<file path="config.mk">
export PLATFORM = sky130hd
export DESIGN_NAME = rename_ctrl_flat
export DESIGN_NICKNAME = d
export VERILOG_FILES = /design/src/rtl/rename_ctrl_pkg.sv /design/src/rtl/rename_ctrl_if.sv /design/src/rtl/rename_ctrl.sv /design/src/flat_wrapper.sv
export SDC_FILE = /design/constraint.sdc
export NUM_CORES = 1
export LEC_CHECK = 0
export CORE_ASPECT_RATIO = 0.7
export CORE_MARGIN = 1
export CORE_UTILIZATION = 42
export DETAILED_ROUTE_END_ITERATION = 7
export PLACE_DENSITY = 0.84
export SETUP_SLACK_MARGIN = 0.2
export SLEW_MARGIN = 5
export SYNTH_ARGS = -nofsm -noshare
export SYNTH_HDL_FRONTEND = slang
export SYNTH_SLANG_ARGS = --single-unit
</file>
<file path="constraint.sdc">
create_clock -name clk -period 4.6 [get_ports clk]
set_input_delay 0.92 -clock clk [delete_from_list [all_inputs] [get_ports clk]]
set_output_delay 0.92 -clock clk [all_outputs]
set_load 0.01 [all_outputs]
</file>
<file path="src/rtl/rename_ctrl_pkg.sv">
// Shared types and defaults for the register-rename controller.
package rename_ctrl_pkg;

    localparam int unsigned ROB_DEPTH = 8;
    localparam int unsigned REG_ID_W  = 5;

    typedef logic [REG_ID_W-1:0] reg_id_t;

    typedef enum logic [1:0] {
        ST_RUN,
        ST_FLUSH,
        ST_RECOVER
    } rename_state_e;

endpackage

</file>
<file path="src/rtl/rename_ctrl_if.sv">
// Dispatch, commit/flush and rename-map write bundle between the dispatch stage and rename_ctrl.
interface rename_ctrl_if
    import rename_ctrl_pkg::*;
#(
    parameter int unsigned DATA  = $bits(reg_id_t),
    parameter int unsigned DEPTH = ROB_DEPTH,
    parameter int unsigned WRITE = 2
);
    localparam int unsigned ADDR = $clog2(DEPTH);

    logic [WRITE-1:0]      dis_req;
    logic [WRITE-1:0]      dis_v;
    logic [WRITE*DATA-1:0] dis_rd;
    logic [WRITE-1:0]      dis_ack;
    logic [WRITE*ADDR-1:0] dis_tag;
    logic                  com_e_;
    logic                  flush_req_;
    logic [WRITE-1:0]      map_we_;
    logic [WRITE-1:0]      map_wv;
    logic [WRITE*DATA-1:0] map_wd;
    logic [WRITE*ADDR-1:0] map_waddr;
    logic                  map_flush_;
    logic                  map_inve_;
    logic [ADDR-1:0]       map_invaddr;
    logic                  rob_full;
    logic                  rob_empty;
    logic                  busy;

    modport master (
        output dis_req, dis_v, dis_rd, com_e_, flush_req_,
        input  dis_ack, dis_tag, map_we_, map_wv, map_wd, map_waddr,
               map_flush_, map_inve_, map_invaddr, rob_full, rob_empty, busy
    );

    modport slave (
        input  dis_req, dis_v, dis_rd, com_e_, flush_req_,
        output dis_ack, dis_tag, map_we_, map_wv, map_wd, map_waddr,
               map_flush_, map_inve_, map_invaddr, rob_full, rob_empty, busy
    );

endinterface

</file>
<file path="src/rtl/rename_ctrl.sv">
// Reorder-buffer tag allocator: grants in-order dispatch lanes, retires the oldest entry,
// and drives the external rename map's write/invalidate/flush ports with zero added latency.
module rename_ctrl
    import rename_ctrl_pkg::*;
#(
    parameter int unsigned DATA  = $bits(reg_id_t),
    parameter int unsigned DEPTH = ROB_DEPTH,
    parameter int unsigned WRITE = 2,
    localparam int unsigned ADDR = $clog2(DEPTH)
) (
    input  logic         clk,
    input  logic         reset,
    rename_ctrl_if.slave bus
);

    localparam int unsigned CW = ADDR + 1;

    rename_state_e   state_q, state_d;
    logic [ADDR-1:0] head_q, head_d;
    logic [ADDR-1:0] tail_q, tail_d;
    logic [CW-1:0]   count_q, count_d;

    logic            flush_c;
    logic            run_c;
    logic            chain_c;
    logic            commit_c;
    logic [CW-1:0]   free_c;
    logic [CW-1:0]   n_grant_c;
    logic [CW-1:0]   tail_sum_c;
    logic [WRITE-1:0] ack_c;

    // Grants use registered occupancy only, so slots freed by a same-cycle commit stay unused.
    always_comb begin
        flush_c   = !reset && !bus.flush_req_;
        run_c     = !reset && (state_q == ST_RUN) && bus.flush_req_;
        free_c    = CW'(DEPTH) - count_q;
        ack_c     = '0;
        n_grant_c = '0;
        chain_c   = 1'b1;
        for (int unsigned i = 0; i < WRITE; i++) begin
            chain_c   = chain_c & bus.dis_req[i];
            ack_c[i]  = run_c && chain_c && (free_c >= CW'(i + 1));
            n_grant_c = n_grant_c + CW'(ack_c[i]);
        end
        commit_c = run_c && !bus.com_e_ && (count_q != '0);
    end

    for (genvar g = 0; g < WRITE; g++) begin : g_lane
        logic [CW-1:0] tag_sum;

        always_comb begin
            tag_sum = CW'(tail_q) + CW'(g);
            if (tag_sum >= CW'(DEPTH)) tag_sum = tag_sum - CW'(DEPTH);
        end

        assign bus.dis_ack[g]                = ack_c[g];
        assign bus.dis_tag[g*ADDR +: ADDR]   = tag_sum[ADDR-1:0];
        assign bus.map_we_[g]                = !ack_c[g];
        assign bus.map_wv[g]                 = bus.dis_v[g];
        assign bus.map_wd[g*DATA +: DATA]    = bus.dis_rd[g*DATA +: DATA];
        assign bus.map_waddr[g*ADDR +: ADDR] = tag_sum[ADDR-1:0];
    end

    assign bus.map_flush_  = !flush_c;
    assign bus.map_inve_   = !commit_c;
    assign bus.map_invaddr = head_q;
    assign bus.rob_full    = (count_q == CW'(DEPTH));
    assign bus.rob_empty   = (count_q == '0);
    assign bus.busy        = (state_q != ST_RUN);

    // Next state: flush overrides everything and empties the buffer on the same edge.
    always_comb begin
        state_d    = state_q;
        head_d     = head_q;
        tail_d     = tail_q;
        count_d    = count_q;
        tail_sum_c = CW'(tail_q) + n_grant_c;
        if (tail_sum_c >= CW'(DEPTH)) tail_sum_c = tail_sum_c - CW'(DEPTH);

        unique case (state_q)
            ST_RUN:     state_d = ST_RUN;
            ST_FLUSH:   state_d = ST_RECOVER;
            ST_RECOVER: state_d = ST_RUN;
            default:    state_d = ST_RUN;
        endcase

        if (run_c) begin
            tail_d  = tail_sum_c[ADDR-1:0];
            count_d = count_q + n_grant_c - CW'(commit_c);
            if (commit_c) begin
                head_d = (head_q == ADDR'(DEPTH - 1)) ? '0 : head_q + ADDR'(1);
            end
        end

        if (flush_c) begin
            state_d = ST_FLUSH;
            head_d  = '0;
            tail_d  = '0;
            count_d = '0;
        end
    end

    always_ff @(posedge clk or posedge reset) begin
        if (reset) begin
            state_q <= ST_RUN;
            head_q  <= '0;
            tail_q  <= '0;
            count_q <= '0;
        end else begin
            state_q <= state_d;
            head_q  <= head_d;
            tail_q  <= tail_d;
            count_q <= count_d;
        end
    end

endmodule

</file>
<file path="src/flat_wrapper.sv">
// flat-port wrapper written by rule: the top's interface ports become plain ports
module rename_ctrl_flat import rename_ctrl_pkg::*;
#(
    parameter int unsigned DATA  = $bits(reg_id_t),
    parameter int unsigned DEPTH = ROB_DEPTH,
    parameter int unsigned WRITE = 2,
    localparam int unsigned ADDR = $clog2(DEPTH)
)
  (clk, reset, bus_dis_req, bus_dis_v, bus_dis_rd, bus_com_e_, bus_flush_req_, bus_dis_ack, bus_dis_tag, bus_map_we_, bus_map_wv, bus_map_wd, bus_map_waddr, bus_map_flush_, bus_map_inve_, bus_map_invaddr, bus_rob_full, bus_rob_empty, bus_busy);
  rename_ctrl_if #(.DATA(DATA), .DEPTH(DEPTH), .WRITE(WRITE)) bus_i ();
  input  logic clk;
  input  logic reset;
  input wire logic [$bits(bus_i.dis_req)-1:0] bus_dis_req;
  input wire logic [$bits(bus_i.dis_v)-1:0] bus_dis_v;
  input wire logic [$bits(bus_i.dis_rd)-1:0] bus_dis_rd;
  input wire logic [$bits(bus_i.com_e_)-1:0] bus_com_e_;
  input wire logic [$bits(bus_i.flush_req_)-1:0] bus_flush_req_;
  output wire logic [$bits(bus_i.dis_ack)-1:0] bus_dis_ack;
  output wire logic [$bits(bus_i.dis_tag)-1:0] bus_dis_tag;
  output wire logic [$bits(bus_i.map_we_)-1:0] bus_map_we_;
  output wire logic [$bits(bus_i.map_wv)-1:0] bus_map_wv;
  output wire logic [$bits(bus_i.map_wd)-1:0] bus_map_wd;
  output wire logic [$bits(bus_i.map_waddr)-1:0] bus_map_waddr;
  output wire logic [$bits(bus_i.map_flush_)-1:0] bus_map_flush_;
  output wire logic [$bits(bus_i.map_inve_)-1:0] bus_map_inve_;
  output wire logic [$bits(bus_i.map_invaddr)-1:0] bus_map_invaddr;
  output wire logic [$bits(bus_i.rob_full)-1:0] bus_rob_full;
  output wire logic [$bits(bus_i.rob_empty)-1:0] bus_rob_empty;
  output wire logic [$bits(bus_i.busy)-1:0] bus_busy;
  assign bus_i.dis_req = bus_dis_req;
  assign bus_i.dis_v = bus_dis_v;
  assign bus_i.dis_rd = bus_dis_rd;
  assign bus_i.com_e_ = bus_com_e_;
  assign bus_i.flush_req_ = bus_flush_req_;
  assign bus_dis_ack = bus_i.dis_ack;
  assign bus_dis_tag = bus_i.dis_tag;
  assign bus_map_we_ = bus_i.map_we_;
  assign bus_map_wv = bus_i.map_wv;
  assign bus_map_wd = bus_i.map_wd;
  assign bus_map_waddr = bus_i.map_waddr;
  assign bus_map_flush_ = bus_i.map_flush_;
  assign bus_map_inve_ = bus_i.map_inve_;
  assign bus_map_invaddr = bus_i.map_invaddr;
  assign bus_rob_full = bus_i.rob_full;
  assign bus_rob_empty = bus_i.rob_empty;
  assign bus_busy = bus_i.busy;
  rename_ctrl #(.DATA(DATA), .DEPTH(DEPTH), .WRITE(WRITE)) u_core (.clk(clk), .reset(reset), .bus(bus_i));
endmodule
</file>
==> run_results.csv <==
group,metric,value,unit
outcome,status,"finished, final reports clean",
setup_path,rr_worst_depth,11,
clocking,h-tree-depth,1,
setup_path,cp_cell_sequence,"clkdlybuf4s50_1 -> nor4b_1 -> nand3_1 -> a31oi_1 -> clkdlybuf4s50_1",
synth,yosys_warnings,0,
drt,wl_met1,1029,um
clocking,tritoncts,"yes",
synth,syn_inst,116,
drt,final_antenna_net_count,0,
clocking,cts_post_setup_buffers_inserted,0,
timing,period_minus_slack,3862,ps
timing,clock_skew,1.462,ps
timing,tns,0,ps
global_route,antenna_found_initial,0,
drt,route.detailed.drc,0,
drt,first_pass_iters,4,
drt,wl_per_cell,14.17,um
worst_hold_path,min_path_type,"reg2reg",
clocking,clkSinkCount,12,
setup_path,worstSetupPathType,"in2out",
synth,syn_area_per_cell,9.017,um^2
cells_and_area,final_area,0.001274,mm^2
cells_and_area,multiInputGateArea,543.0,um^2
timing,fin_crit_sh,83.96,%
synth,yosysUniqueCellTypes,29,
worst_hold_path,worstHoldEndpoint,"u_core.state_q[1]",
synth,synthFlopType,"dfrtp_1",
floorplan,fp.dieW,61.65,um
drt,wl,2281,um
clocking,insertion_delay,270,ps
setup_path,max_stage_delay,590,ps
setup_path,rr_startpoint,"u_core.state_q[0]",
setup_path,cp-end-kind,"output port",
synth,synthArstFlopShare,100.0,%
pwr,internal_power,277.3,uW
floorplan,io_pins,54,
pwr,p_comb_share,49.9,%
pwr,clkPwrFrac,18.9,%
pwr,p_sw,164.6,uW
timing,setup_viol,0,
floorplan,coreArea,0.002242,mm^2
drt,wl_met3,99,um
setup_path,crit_slowest_cell,"nor4b_1",
timing,worst_pin_slew,614.3,ps
setup_path,crit_top_cell,"clkdlybuf4s50_1",
floorplan,die_h,43.76,um
synth,syn_area,0.001046,mm^2
drt,via_count,855,
pwr,power,441.9,uW
pwr,power.density,346.9,mW/mm^2
setup_path,cp_max_fo,4,
cells_and_area,fillCellCount,218,
synth,syn_nets,151,
global_route,grt_pass1_wl,3643,um
cells_and_area,register_area,300.3,um^2
timing,timing.final.hold_violations,0,
clocking,cts_made_buffers,3,
cells_and_area,postLayoutCoreUtil,56.81,%
global_route,grt_pass1_vias,850,
placed_design,dp_hpwl,1804,um
global_route,grtUsageTotal,18.62,%
clocking,clk_pin_slew,80,ps
drt,avgViaCountPerCell,5.311,
cells_and_area,nNetsFinal,165,
placed_design,portBuffers,29,
drt,drtIter0Drc,31,
setup_path,cp.arrival,2940,ps
cells_and_area,final_layout_size_suffix_gt1_share,6.977,%
drt,top_layer,"met4",
floorplan,initial_utilization,46.65,%
setup_path,start_kind,"primary input",
pwr,p_sw_share,37.24,%
worst_hold_path,min_path_cells,1,
pwr,pwr-share-seq,31.2,%
pwr,ir_drop,0.2532,mV
run,drv_cap,0,
placed_design,gp_congestion,0.8815,
synth,ys_ff_latch,12,
timing,maxSlewHeadroom,58.47,%
setup_path,r2r-end,"u_core.count_q[3]",
timing,final_max_slew_viol_count,0,
worst_hold_path,min_from,"u_core.state_q[1]",
timing,hold_slack,485.9,ps
synth,synth-edff-count,0,
global_route,overflow,0,
setup_path,r2r_slack,1600,ps
clocking,cts-root-buf,"clkbuf_4",
pwr,p_leak,0.0005718,uW
placed_design,dpl_cell_area,0.001237,mm^2
clocking,cts_buffer_depth,2,
cells_and_area,n_antenna_cell,0,
setup_path,required,3680,ps
synth,seq_area_frac_synth,28.71,%
floorplan,rows,14,
cells_and_area,areaGrowthSynthToFinish,21.77,%
floorplan,die_area,0.002697,mm^2
timing,rsz0062_at_grt,"false",
clocking,ctsResizeCount,0,
clocking,cts-hold-fix-buffers,0,
timing,fmax,258.9,MHz
global_route,grt_max_degree,13,
drt,wl_met2,1148,um
-- cell usage in the layout, fill, tap and decap left out, types with 3 or more instances in the layout --
cell type and instances:
a21oi_1 6, clkbuf_4 3, clkdlybuf4s50_1 29, dfrtp_1 12, ha_1 15, inv_1 14, nand2_1 6, nand3_1 5
o21ai_0 6, o31ai_1 3
-- synthesized netlist by cell type, types with 3 or more instances --
cell type | count | area share [%]
clkbuf_1 | 3 | 1.1
inv_1 | 14 | 5.0
o21ai_0 | 6 | 2.9
buf_4 | 18 | 13
dfrtp_1 | 12 | 29
o31ai_1 | 3 | 2.2
a21oi_1 | 6 | 2.9
nand2_1 | 6 | 2.2
ha_1 | 15 | 18
nand3_1 | 5 | 2.4
-- layer usage --
metal	up-vias	global-route usage, %
met5	-	0
met4	0	3.556
met3	2	3.881
met2	29	33.98
met1	420	22.56
li1	404	-
-- worst max path at each step --
stage / from / to / slack, ps / depth (start not counted)
5_1_grt: reset / bus_dis_ack[1] / 600 / 5
2_1_floorplan: reset / u_core.count_q[3] / 1250 / 11
6_report: reset / bus_dis_ack[1] / 740 / 5
3_5_place_dp: reset / u_core.count_q[3] / 620 / 12
3_3_place_gp: reset / u_core.count_q[3] / 690 / 12
4_1_cts: reset / bus_dis_ack[1] / 750 / 5
-- registers in the layout (all words and copies together) (netlist names) --
signal / flops
u_core.tail_q: 3
u_core.state_q: 2
u_core.count_q: 4
u_core.bus.map_invaddr: 3
-- power by group through the flow --
stage	sequential (uW)	combinational (uW)	clock, uW
3_3_place_gp	138	208	0
3_5_place_dp	140	218	0
4_1_cts	138	222	86.3
6_report	138	221	83.5
5_1_grt	141	246	92.6
2_1_floorplan	136	146	0
-- critical path, delay by kind of cell --
kind / cells / cell delay, ps
buf+inv: 2 / 1010
compound gates: 1 / 220
simple gates: 2 / 780
-- per-stage QoR --
step	std cells	worst slack, ps
finish	161	737.7
global route	161	603.3
CTS	161	754.7
detailed placement	157	620.6
global placement	157	689.0
floorplan	116	1252
-- cell type report --
type	instances	area share, %
timing repair buffer	30	23.38
sequential	12	23.58
multi-input combinational	68	42.63
inverter	15	4.420
clock buffer	4	2.849
tap	32	3.143
-- kinds of logic (layout without fill, tap and decap cells) --
family                     Yosys count  after routing  share of synthesized area [%]
and+or+nand+nor                     24             24                          12.80
DFF                                 12             12                          28.71
buffers and inverters               36             49                          19.38
AOI/OAI and AO/OA                   23             23                          14.00
xor gates and xnor gates             4              4                          3.350
adders and majority gates           17             17                          21.77
No activity file was read; power rests on OpenSTA's default activity.
==> RTL change 1 (same flow settings) <==
Change the package constant `REG_ID_W` from 5 to 10.
--- a/src/rtl/rename_ctrl_pkg.sv
+++ b/src/rtl/rename_ctrl_pkg.sv
@@ -2,7 +2,7 @@
 package rename_ctrl_pkg;
 
     localparam int unsigned ROB_DEPTH = 8;
-    localparam int unsigned REG_ID_W  = 5;
+    localparam int unsigned REG_ID_W  = 10;
 
     typedef logic [REG_ID_W-1:0] reg_id_t;
 
Interface: changed (resized bus_dis_rd and bus_map_wd); port bits go from 54 to 74. No check against the original RTL was run, so the function may have changed too.
==> RTL change 1 against the unedited design <==
- final cell count rose by 0.62%
- final area rose by 0.59%
- synthesized area rose by 7.2%
- routed wire length fell by 0.13%
- synthesized cell count rose by 8.6%
- sequential cell count did not move
- largest cell class unchanged
- power rose by 2.4%
- setup slack got worse by 0.080 ns
==> RTL change 1: results (changes against the unedited design) <==
status -> finished, final reports clean
vias -> 847 (-0.94%)
Clock Skew -> 0.002657 ns (+0.001195 ns)
Post-DP HPWL -> 1813 µm (+0.55%)
Mapped Nets -> 171 (+13%)
Least-Margin Pin Slew -> 0.6162 ns (+0.001929 ns)
leakage -> 0.5724 nW (+0.10%)
clock transition time at the flip-flop clock pins of the worst setup and hold paths -> 0.05 ns (-0.03 ns)
ranking of synthesized cells by area -> dfrtp_1 (27%), buf_4 (19%), ha_1 (17%)
wire per inst -> 14.06 µm (-0.75%)
Post-synth ARST share -> 1.000 (unchanged)
sequential-to-total area share from yosys stat -> 0.2679 (-0.01922)
Critical Path AT -> 3.02 ns (+0.08 ns)
vias in the first global route -> 793 (-6.7%)
R2R Setup Slk -> 1.55 ns (-0.05 ns)
latest clock arrival within the worst-skew pair -> 0.24 ns (-0.03 ns)
drt first-iter violations -> 10 (-68%)
overall routing resource usage -> 0.1720 (-0.01419)
crit path max-delay cell type -> nor4b_1
Post-Synth XOR/XNOR Area -> 0.03125 (-0.002243)
Commonest cells post-synth -> buf_4 (28), ha_1 (15), inv_1 (14)
max reg flops -> 4 (unchanged)
GP Congestion -> 0.7949 (-9.8%)
Peak VDD IR -> 0.1793 mV (-29%)
root buf cell -> clkbuf_8
first-pass GRT wire length -> 3670 µm (+0.74%)
Post-Synth Adder-Cell Area -> 0.2031 (-0.01458)
post-synthesis compound-gate area fraction -> 0.1306 (-0.009372)
layout cell share with drive strength beyond 1 -> 0.06250 (-0.007267)
[RTL change 1: changes by cell type in the layout (fill, tap and decap cells not counted)]
cell,before,now
clkbuf_8,1,3
clkbuf_4,3,0
[RTL change 1: cells by family (layout without fill, tap and decap cells)]
kind of cell | Yosys count | after routing
buf+inv | 46 | 48
simple gates | 24 | 24
compound gates | 23 | 23
fa+ha+maj | 17 | 17
flops | 12 | 12
xor+xnor | 4 | 4
[RTL change 1: layout make-up]
cell class / count / area (µm²)
flip-flops and latches: 12 / 300.3
repair buffers: 30 / 297.8
fillers: 234 / 1215
inverters: 15 / 56.30
clock buffers: 3 / 41.29
multi-input cells: 68 / 543.0
well taps: 34 / 42.54
[RTL change 1: where the power goes]
group / switching [mW] / leakage (nW) / internal, mW
Clock: 0.0364 / 0.0216 / 0.0575
Sequential: 0.0199 / 0.165 / 0.120
Combinational: 0.110 / 0.386 / 0.109
[RTL change 1: per-stage QoR]
| step | cells | cell area (µm²) | total power [mW] | hold slack (ns) | worst slack [ns] |
|---|---|---|---|---|---|
| after floorplan | 126 | 1121 | 0.2909 | 0.4389 | 1.252 |
| after global routing | 162 | 1281 | 0.4855 | 0.5019 | 0.5294 |
| after CTS | 162 | 1281 | 0.4545 | 0.4722 | 0.6504 |
| final | 162 | 1281 | 0.4524 | 0.4760 | 0.6579 |
| after global placement | 159 | 1240 | 0.3471 | 0.4565 | 0.7433 |
| after detailed placement | 159 | 1240 | 0.3580 | 0.4670 | 0.5344 |
[RTL change 1: metal layers]
metal / wire length (µm) / GRT usage
met1: 1042 / 0.2022
met2: 1070 / 0.2957
met3: 161 / 0.07323
met5: 0 / 0
met4: 4 / 0.04091
==> RTL change 2 (same settings) <==
Made on the original files. Reset style: synchronous (`reset`), changed in one clocked block.
--- a/src/rtl/rename_ctrl.sv
+++ b/src/rtl/rename_ctrl.sv
@@ -100,7 +100,7 @@
         end
     end
 
-    always_ff @(posedge clk or posedge reset) begin
+    always_ff @(posedge clk) begin
         if (reset) begin
             state_q <= ST_RUN;
             head_q  <= '0;
Behaviour: differs if reset is asserted again (counterexample within 4 cycles, from zero or initial values and one cycle with reset high); with reset held inactive, the same outputs for 10 cycles.
==> RTL change 2 against the unedited design <==
- final area is 4.8% lower
- synthesized area shrank 3.8%
- first-iteration DRC count shrank 68%
- sequential cell count is the same
- count of clock-buffer cells in the layout shrank 1
- clock skew increased by 0.0032 ns
- routed wire length down 12%
- setup slack better by 0.069 ns
Power is not compared: it rests on default switching activity, and its combinational part moved more than twofold at a synthesized area within 25%.
==> RTL change 2: results (changes against the unedited design) <==
hold_sp -> u_core.state_q[1]
# fillers -> 202 (-7.3%)
pre-CTS setup slack -> 0.7713 ns (+0.1506 ns)
reg2reg path depth -> 10 (-1)
FF-to-FF Start -> u_core.state_q[1]
Least-Margin Pin Slew -> 0.7128 ns (+0.09850 ns)
post-synthesis compound-gate area fraction -> 0.1231 (-0.01682)
met3 routed WL -> 118 µm (+19%)
Commonest cells post-synth -> buf_4 (19), inv_1 (17), ha_1 (15)
Worst Hold End -> u_core.state_q[1]
root buf cell -> clkbuf_4
largest net degree at the start of global routing -> 12 (-1)
Main synth FF type -> dfxtp_1
multiplexer share of the synthesized area -> 0.01990 (+0.01990)
vias -> 782 (-8.5%)
met2 Usage GRT -> 0.2681 (-0.07165)
vias in the first global route -> 735 (-14%)
drt first-iter violations -> 10 (-68%)
Critical Path AT -> 2.87 ns (-0.07 ns)
worst hold path type -> reg2reg
Post-DP Area -> 1190 µm² (-3.8%)
CP max stage delay -> 0.61 ns (+0.02 ns)
Buffers on Ports -> 29 (unchanged)
GR Util met1 -> 0.2078 (-0.01777)
met1 wire length -> 938 µm (-8.8%)
sequential-to-total area share from yosys stat -> 0.2388 (-0.04828)
Cells after Synth -> 117 (+0.86%)
GP Congestion -> 0.9148 (+3.8%)
first-pass GRT wire length -> 3174 µm (-13%)
Post-synth ARST share -> 0 (-1.000)
crit path max-delay cell type -> clkdlybuf4s50_1
Clock Skew -> 0.004613 ns (+0.003151 ns)
Final Hold Slack -> 0.5054 ns (+0.01941 ns)
ranking of synthesized cells by area -> dfxtp_1 (24%), ha_1 (19%), buf_4 (14%)
Mapped Nets -> 152 (+0.66%)
Worst R2R End -> u_core.count_q[2]
Final nets -> 166 (+0.61%)
overall routing resource usage -> 0.1673 (-0.01888)
status -> finished, final reports clean
Post-DP HPWL -> 1555 µm (-14%)
Routed WL -> 2000 µm (-12%)
met2 WL -> 933 µm (-19%)
RTL change 2: cell count changes after synthesis, sizes merged, moves of 2 or more:
cell,unedited run,this run
dfxtp,0,12
clkbuf,3,1
dfrtp,12,0
inv,14,17
or2,2,0
o21ai,6,2
o31ai,3,0
a211oi,0,3
nand2b,0,2
nor2,2,9
nand3,5,2
mux2i,0,2
a21o,2,0
RTL change 2: how the worst max path moves through the flow:
stage / start / to / cells after the start
finish: bus_flush_req_ / bus_dis_ack[1] / 5
CTS: bus_flush_req_ / bus_dis_ack[1] / 5
global route: bus_flush_req_ / bus_dis_ack[1] / 5
floorplan: bus_flush_req_ / u_core.count_q[2] / 10
detailed placement: bus_flush_req_ / u_core.count_q[2] / 11
global placement: bus_flush_req_ / bus_dis_ack[1] / 5
RTL change 2: cell type report:
cell class                 count  area [µm²]  share of cell area
multi-input combinational     68       555.5              0.4582
inverter                      17       63.81             0.05263
timing repair buffer          29       290.3              0.2394
clock buffer                   3       22.52             0.01858
sequential                    12       240.2              0.1981
tap                           32       40.04             0.03302
